--- config.mk ---
export PLATFORM = sky130hd
export DESIGN_NAME = alu_branch_seq
export DESIGN_NICKNAME = d
export VERILOG_FILES = /design/src/rtl/alu_branch_seq.sv
export SDC_FILE = /design/constraint.sdc
export NUM_CORES = 1
export LEC_CHECK = 0
export ABC_AREA = 1
export CORE_ASPECT_RATIO = 1.2
export CORE_MARGIN = 2
export CORE_UTILIZATION = 57
export CTS_CLUSTER_SIZE = 8
export DETAILED_ROUTE_END_ITERATION = 10
export GPL_TIMING_DRIVEN = 0
export PLACE_DENSITY_LB_ADDON = 0.3
export SLEW_MARGIN = 15
export SYNTH_ARGS = -nofsm -noshare
export SYNTH_HDL_FRONTEND = slang
export SYNTH_SLANG_ARGS = --single-unit
export TNS_END_PERCENT = 10
--- constraint.sdc ---
create_clock -name clk -period 2.5 [get_ports clk]
set_clock_uncertainty 0.1 [all_clocks]
set_input_delay 0.5 -clock clk [delete_from_list [all_inputs] [get_ports clk]]
set_output_delay 0.5 -clock clk [all_outputs]
set_load 0.03 [all_outputs]
--- src/rtl/alu_branch_seq.sv ---
// alu_branch_seq: single-issue sequential ALU with branch-compare flags.
//
// Configuration macro: ALU_BRANCH_SEQ_MUL_EN
//   defined   -> opcode 111 runs an unsigned shift-add multiply, one
//                multiplier bit per cycle (WIDTH iterations).
//   undefined -> no MUL state or datapath; opcode 111 completes in one
//                cycle with result=0, zero=1, carry=0, branch_taken=0.
//
// State  | meaning
// -------+-----------------------------------------------------------
// IDLE   | waiting for start; busy=0
// MUL    | shift-add iterations in progress (MUL build only)
// DONE   | done pulse; result/flags just updated; back to IDLE next
//
// Opcodes: 000 ADD, 001 SUB, 010 AND, 011 OR, 100 XOR, 101 BEQ,
//          110 BLT (signed), 111 MUL.
module alu_branch_seq #(
  parameter int WIDTH = 8
) (
  input  logic             clk,
  input  logic             rst_n,
  input  logic             start,
  input  logic [WIDTH-1:0] A,
  input  logic [WIDTH-1:0] B,
  input  logic [2:0]       opcode,
  output logic             busy,
  output logic             done,
  output logic [WIDTH-1:0] result,
  output logic             zero,
  output logic             carry,
  output logic             branch_taken
);

`ifdef ALU_BRANCH_SEQ_MUL_EN
  typedef enum logic [1:0] {
    S_IDLE = 2'd0,
    S_MUL  = 2'd1,
    S_DONE = 2'd2
  } state_t;
`else
  typedef enum logic [1:0] {
    S_IDLE = 2'd0,
    S_DONE = 2'd2
  } state_t;
`endif

  localparam logic [2:0] OP_ADD = 3'b000;
  localparam logic [2:0] OP_SUB = 3'b001;
  localparam logic [2:0] OP_AND = 3'b010;
  localparam logic [2:0] OP_OR  = 3'b011;
  localparam logic [2:0] OP_XOR = 3'b100;
  localparam logic [2:0] OP_BEQ = 3'b101;
  localparam logic [2:0] OP_BLT = 3'b110;
`ifdef ALU_BRANCH_SEQ_MUL_EN
  localparam logic [2:0] OP_MUL = 3'b111;
  localparam int         CW     = $clog2(WIDTH);
`endif

  state_t           state_q, state_d;
  logic [WIDTH-1:0] result_q, result_d;
  logic             zero_q, zero_d;
  logic             carry_q, carry_d;
  logic             branch_q, branch_d;

  logic [WIDTH-1:0] alu_res;
  logic             alu_carry;
  logic             alu_br;
  logic [WIDTH:0]   sum_ext;
  logic [WIDTH:0]   diff_ext;

`ifdef ALU_BRANCH_SEQ_MUL_EN
  logic [2*WIDTH-1:0] mcand_q, mcand_d;
  logic [WIDTH-1:0]   mplier_q, mplier_d;
  logic [2*WIDTH-1:0] acc_q, acc_d;
  logic [2*WIDTH-1:0] acc_step;
  logic [CW-1:0]      cnt_q, cnt_d;
`endif

  // Single-cycle ALU evaluated straight from the operand inputs; its value
  // is captured only on the accepting edge.
  always_comb begin
    sum_ext   = {1'b0, A} + {1'b0, B};
    diff_ext  = {1'b0, A} - {1'b0, B};
    alu_res   = '0;
    alu_carry = 1'b0;
    alu_br    = 1'b0;
    case (opcode)
      OP_ADD: begin
        alu_res   = sum_ext[WIDTH-1:0];
        alu_carry = sum_ext[WIDTH];
      end
      OP_SUB: begin
        alu_res   = diff_ext[WIDTH-1:0];
        alu_carry = diff_ext[WIDTH];
      end
      OP_AND: alu_res = A & B;
      OP_OR:  alu_res = A | B;
      OP_XOR: alu_res = A ^ B;
      OP_BEQ: begin
        alu_res   = diff_ext[WIDTH-1:0];
        alu_carry = diff_ext[WIDTH];
        alu_br    = (A == B);
      end
      OP_BLT: begin
        alu_res   = diff_ext[WIDTH-1:0];
        alu_carry = diff_ext[WIDTH];
        alu_br    = ($signed(A) < $signed(B));
      end
      default: begin
        // Opcode 111 without a multiplier reads as a zero result.
        alu_res   = '0;
        alu_carry = 1'b0;
        alu_br    = 1'b0;
      end
    endcase
  end

  // Next-state, result capture and multiply iteration.
  always_comb begin
    state_d  = state_q;
    result_d = result_q;
    zero_d   = zero_q;
    carry_d  = carry_q;
    branch_d = branch_q;
`ifdef ALU_BRANCH_SEQ_MUL_EN
    mcand_d  = mcand_q;
    mplier_d = mplier_q;
    acc_d    = acc_q;
    cnt_d    = cnt_q;
    acc_step = mplier_q[0] ? (acc_q + mcand_q) : acc_q;
`endif
    case (state_q)
      S_IDLE: begin
        if (start) begin
`ifdef ALU_BRANCH_SEQ_MUL_EN
          if (opcode == OP_MUL) begin
            state_d  = S_MUL;
            mcand_d  = {{WIDTH{1'b0}}, A};
            mplier_d = B;
            acc_d    = '0;
            cnt_d    = CW'(WIDTH - 1);
          end else begin
            state_d  = S_DONE;
            result_d = alu_res;
            zero_d   = (alu_res == '0);
            carry_d  = alu_carry;
            branch_d = alu_br;
          end
`else
          state_d  = S_DONE;
          result_d = alu_res;
          zero_d   = (alu_res == '0);
          carry_d  = alu_carry;
          branch_d = alu_br;
`endif
        end
      end
`ifdef ALU_BRANCH_SEQ_MUL_EN
      S_MUL: begin
        acc_d    = acc_step;
        mcand_d  = mcand_q << 1;
        mplier_d = mplier_q >> 1;
        cnt_d    = cnt_q - 1'b1;
        // Outputs stay frozen on the previous op until the product is final.
        if (cnt_q == '0) begin
          state_d  = S_DONE;
          result_d = acc_step[WIDTH-1:0];
          zero_d   = (acc_step[WIDTH-1:0] == '0);
          carry_d  = |acc_step[2*WIDTH-1:WIDTH];
          branch_d = 1'b0;
        end
      end
`endif
      S_DONE:  state_d = S_IDLE;
      default: state_d = S_IDLE;
    endcase
  end

  // State and result registers; reset leaves a clean zero result.
  always_ff @(posedge clk or negedge rst_n) begin
    if (!rst_n) begin
      state_q  <= S_IDLE;
      result_q <= '0;
      zero_q   <= 1'b1;
      carry_q  <= 1'b0;
      branch_q <= 1'b0;
    end else begin
      state_q  <= state_d;
      result_q <= result_d;
      zero_q   <= zero_d;
      carry_q  <= carry_d;
      branch_q <= branch_d;
    end
  end

`ifdef ALU_BRANCH_SEQ_MUL_EN
  // Multiplier working registers; reset discards any in-flight product.
  always_ff @(posedge clk or negedge rst_n) begin
    if (!rst_n) begin
      mcand_q  <= '0;
      mplier_q <= '0;
      acc_q    <= '0;
      cnt_q    <= '0;
    end else begin
      mcand_q  <= mcand_d;
      mplier_q <= mplier_d;
      acc_q    <= acc_d;
      cnt_q    <= cnt_d;
    end
  end
`endif

  assign busy         = (state_q != S_IDLE);
  assign done         = (state_q == S_DONE);
  assign result       = result_q;
  assign zero         = zero_q;
  assign carry        = carry_q;
  assign branch_taken = branch_q;

endmodule
==> results of run 1 <==
==> flip-flops by register name, indices dropped and copies added (netlist names) <==
register      cells
branch_taken      1
result            8
carry             1
state_q           1
zero              1
==> where the power goes <==
| part | internal [mW] | total [mW] | switching (mW) | leakage, nW |
|---|---|---|---|---|
| sequential | 0.225 | 0.240 | 0.0150 | 0.145 |
| combinational | 0.189 | 0.477 | 0.288 | 1.05 |
| clock | 0.0887 | 0.158 | 0.0688 | 0.0210 |
==> critical path, cell delays in order <==
cell	delay, ns
clkdlybuf4s50_1	0.57
inv_1	0.12
fa_2	0.39
inv_1	0.06
nand2_1	0.08
nand2_2	0.08
nand2_1	0.08
nand2_1	0.06
nand2_1	0.06
a21oi_2	0.18
nand2_1	0.07
nor2_1	0.10
nand3_1	0.07
nand2_1	0.06
==> layer usage <==
layer / global-route usage (%) / up-vias
met2: 42.86 / 62
met4: 8.841 / 0
met3: 1.591 / 5
met1: 33.76 / 860
met5: 0 / -
li1: - / 989
==> kinds of logic (layout without fill, tap and decap cells) <==
kind of cell,Yosys count,in the layout,synth area share (%)
AOI/OAI and AO/OA,29,29,8.945
buffers and inverters,59,95,13.77
and+or+nand+nor,164,164,41.44
adders and majority gates,26,26,19.01
DFF,12,12,16.84
==> final timing paths <==
| path | from | endpoint | slack, ns | cells past startpoint |
|---|---|---|---|---|
| min in group asynchronous | rst_n | result[4] | 0.45 | 1 |
| worst min register to register | zero | zero | 0.38 | 2 |
| worst max-delay path | A[1] | zero | 0.15 | 14 |
| max in group asynchronous | rst_n | zero | 1.50 | 1 |
| worst max register to register | state_q[1] | result[4] | 1.09 | 4 |
| worst min-delay path | zero | zero | 0.38 | 2 |
==> layout make-up <==
cell class | instances | share of cell area [%]
sequential | 12 | 13.49
multi-input combinational | 219 | 57.28
inverter | 50 | 8.399
clock buffer | 4 | 1.624
timing repair buffer | 32 | 14.56
buffer | 9 | 2.632
tap | 36 | 2.016
==> stage by stage <==
stage          worst slack, ns  power [mW]  area, um^2
2_1_floorplan           0.4815      0.5485        1790
6_report                0.1504      0.8749        2235
5_1_grt               0.007008      0.9437        2235
3_3_place_gp           -0.2136      0.6999        2156
4_1_cts                0.03632      0.8631        2192
3_5_place_dp           -0.2511      0.7097        2156
==> timing repair <==
action                                  in CTS  in global routing
resized for setup                            0                 13
endpoints found under the setup margin       0                  2
hold buffers                                 0                  0
==> placed cells by master, fill, tap and decap left out, types with 3 or more instances in the layout <==
cell,instances
ha_1,21
nand2_4,3
a21oi_1,11
dfrtp_1,11
nand3_1,27
buf_4,4
nor3_1,3
clkbuf_4,3
o21ai_1,3
clkdlybuf4s50_1,30
o21ai_0,5
nand2_1,76
inv_1,45
a21oi_2,3
nand4_1,6
nor2_1,35
inv_2,5
nand3_2,4
nand2_2,3
o22ai_1,3
==> impl_metrics.csv, run 1 <==
group,metric,value,unit
logic_synthesis,synth.most_common_cell,"nand2_1",
logic_synthesis,synth-seq-cells,12,
finish,drive_above_1_share,11.96,%
finish,nets,375,
outcome,status,"completed",
clocking,cts_tree,"done",
clocking,clock_sinks,12,
critical_path,required,2.63,ns
global_route,antenna_found_initial,0,
logic_synthesis,synthArstFlopShare,100.0,%
sta,rsz0062_at_grt,"no",
detailed_routing,vias,1916,
pwr,ir_drop,387.5,uV
sta,slew_violations,0,
detailed_routing,ant_nets,0,
detailed_routing,wl_met2,2052,um
sta,worst_slew_pin_slew,0.5003,ns
logic_synthesis,synth_top_cell_area_share,16.77,%
logic_synthesis,synthCells,290,
sta,finalSetupTns,0,ns
detailed_routing,via_per_inst,5.293,
sta,setup_viol,0,
die,start_util,59.13,%
die,core,3028,um^2
logic_synthesis,synth_top_area_cell,"ha_1",
detailed_routing,wl_per_cell,11.39,um
clocking,root_buffer,"clkbuf_4",
sta,finalCritPeriodShare,93.98,%
logic_synthesis,synth.top_cells.by_area,"ha_1, nand2_1, dfrtp_1, inv_1, nand3_1",
sta,min_period,2.350,ns
logic_synthesis,yosysWarnings,0,
finish,stdcell_count,362,
flow_run,maxCapViolCount,0,
clocking,clk_pin_slew,0.08,ns
place,gp_congestion,0.8673,
detailed_routing,drc_errors,0,
detailed_routing,first_iter_violations,81,
hold_path,hold_path.class,"reg2reg",
finish,insertedDiodeCount,0,
global_route,first_global_vias,1653,
critical_path,worst_setup_path_start_kind,"primary input",
finish,register_area,301.5,um^2
die,die_w,55.16,um
place,portBuffers,32,
logic_synthesis,synth_edf_count,0,
finish,multi_input_area,1280,um^2
detailed_routing,dr.pass1.iters,5,
logic_synthesis,synth_fp_nets,338,
clocking,ctsLongestPathBuffers,2,
die,die_h,65.40,um
clocking,clk-insertion-delay-late,0.28,ns
die,ioPinCount,35,
sta,hold_viol,0,
detailed_routing,top_layer_used,"met4",
detailed_routing,met3_wirelength,196,um
clocking,cts_inserted_buffers,3,
finish,final_util,73.80,%
finish,nFillCells,279,
global_route,grt_usage,25.58,%
critical_path,crit_path_max_fanout,4,
place,hpwl,3360,um
logic_synthesis,ys_top_cells_by_count,"nand2_1, inv_1, nor2_1, nand3_1, ha_1",
global_route,grt_max_degree,13,
logic_synthesis,ys_seq_area_share,16.84,%
logic_synthesis,syn_area_per_cell,6.174,um^2
critical_path,crit_type,"in2reg",
critical_path,end_kind,"register",
detailed_routing,wl_met1,1823,um
die,dieArea,3607,um^2
pwr,p_leak,1.213,nW
sta,whs,0.3769,ns
clocking,cts_setup_buffers,0,
sta,slew_headroom,66.54,%
logic_synthesis,ys_types,31,
logic_synthesis,synth_area,1790,um^2
clocking,h-tree-depth,1,
global_route,grt_pass1_wl,6996,um
sta,fmax,0.4256,GHz
pwr,power_density,391.5,nW/um^2
detailed_routing,routed_wl,4122,um
finish,area_growth,24.81,%
critical_path,worstPathArrival,2.48,ns
logic_synthesis,synth-main-ff-cell,"dfrtp_1",
die,num_rows,22,
place,dpl.cell_count,358,
global_route,grt-ovfl-total,0,
Note: power is estimated with default switching activity, not from simulation.
==> inputs of run 2 (changes only) <==
--- a/config.mk
+++ b/config.mk
@@ -6,6 +6,7 @@
 export NUM_CORES = 1
 export LEC_CHECK = 0
 export ABC_AREA = 1
+export ABC_CLOCK_PERIOD_IN_PS = 2500
 export CORE_ASPECT_RATIO = 1.2
 export CORE_MARGIN = 2
 export CORE_UTILIZATION = 57
==> results of run 2 <==
No change in the layout: final DEF, timing and power equal those of run 1.
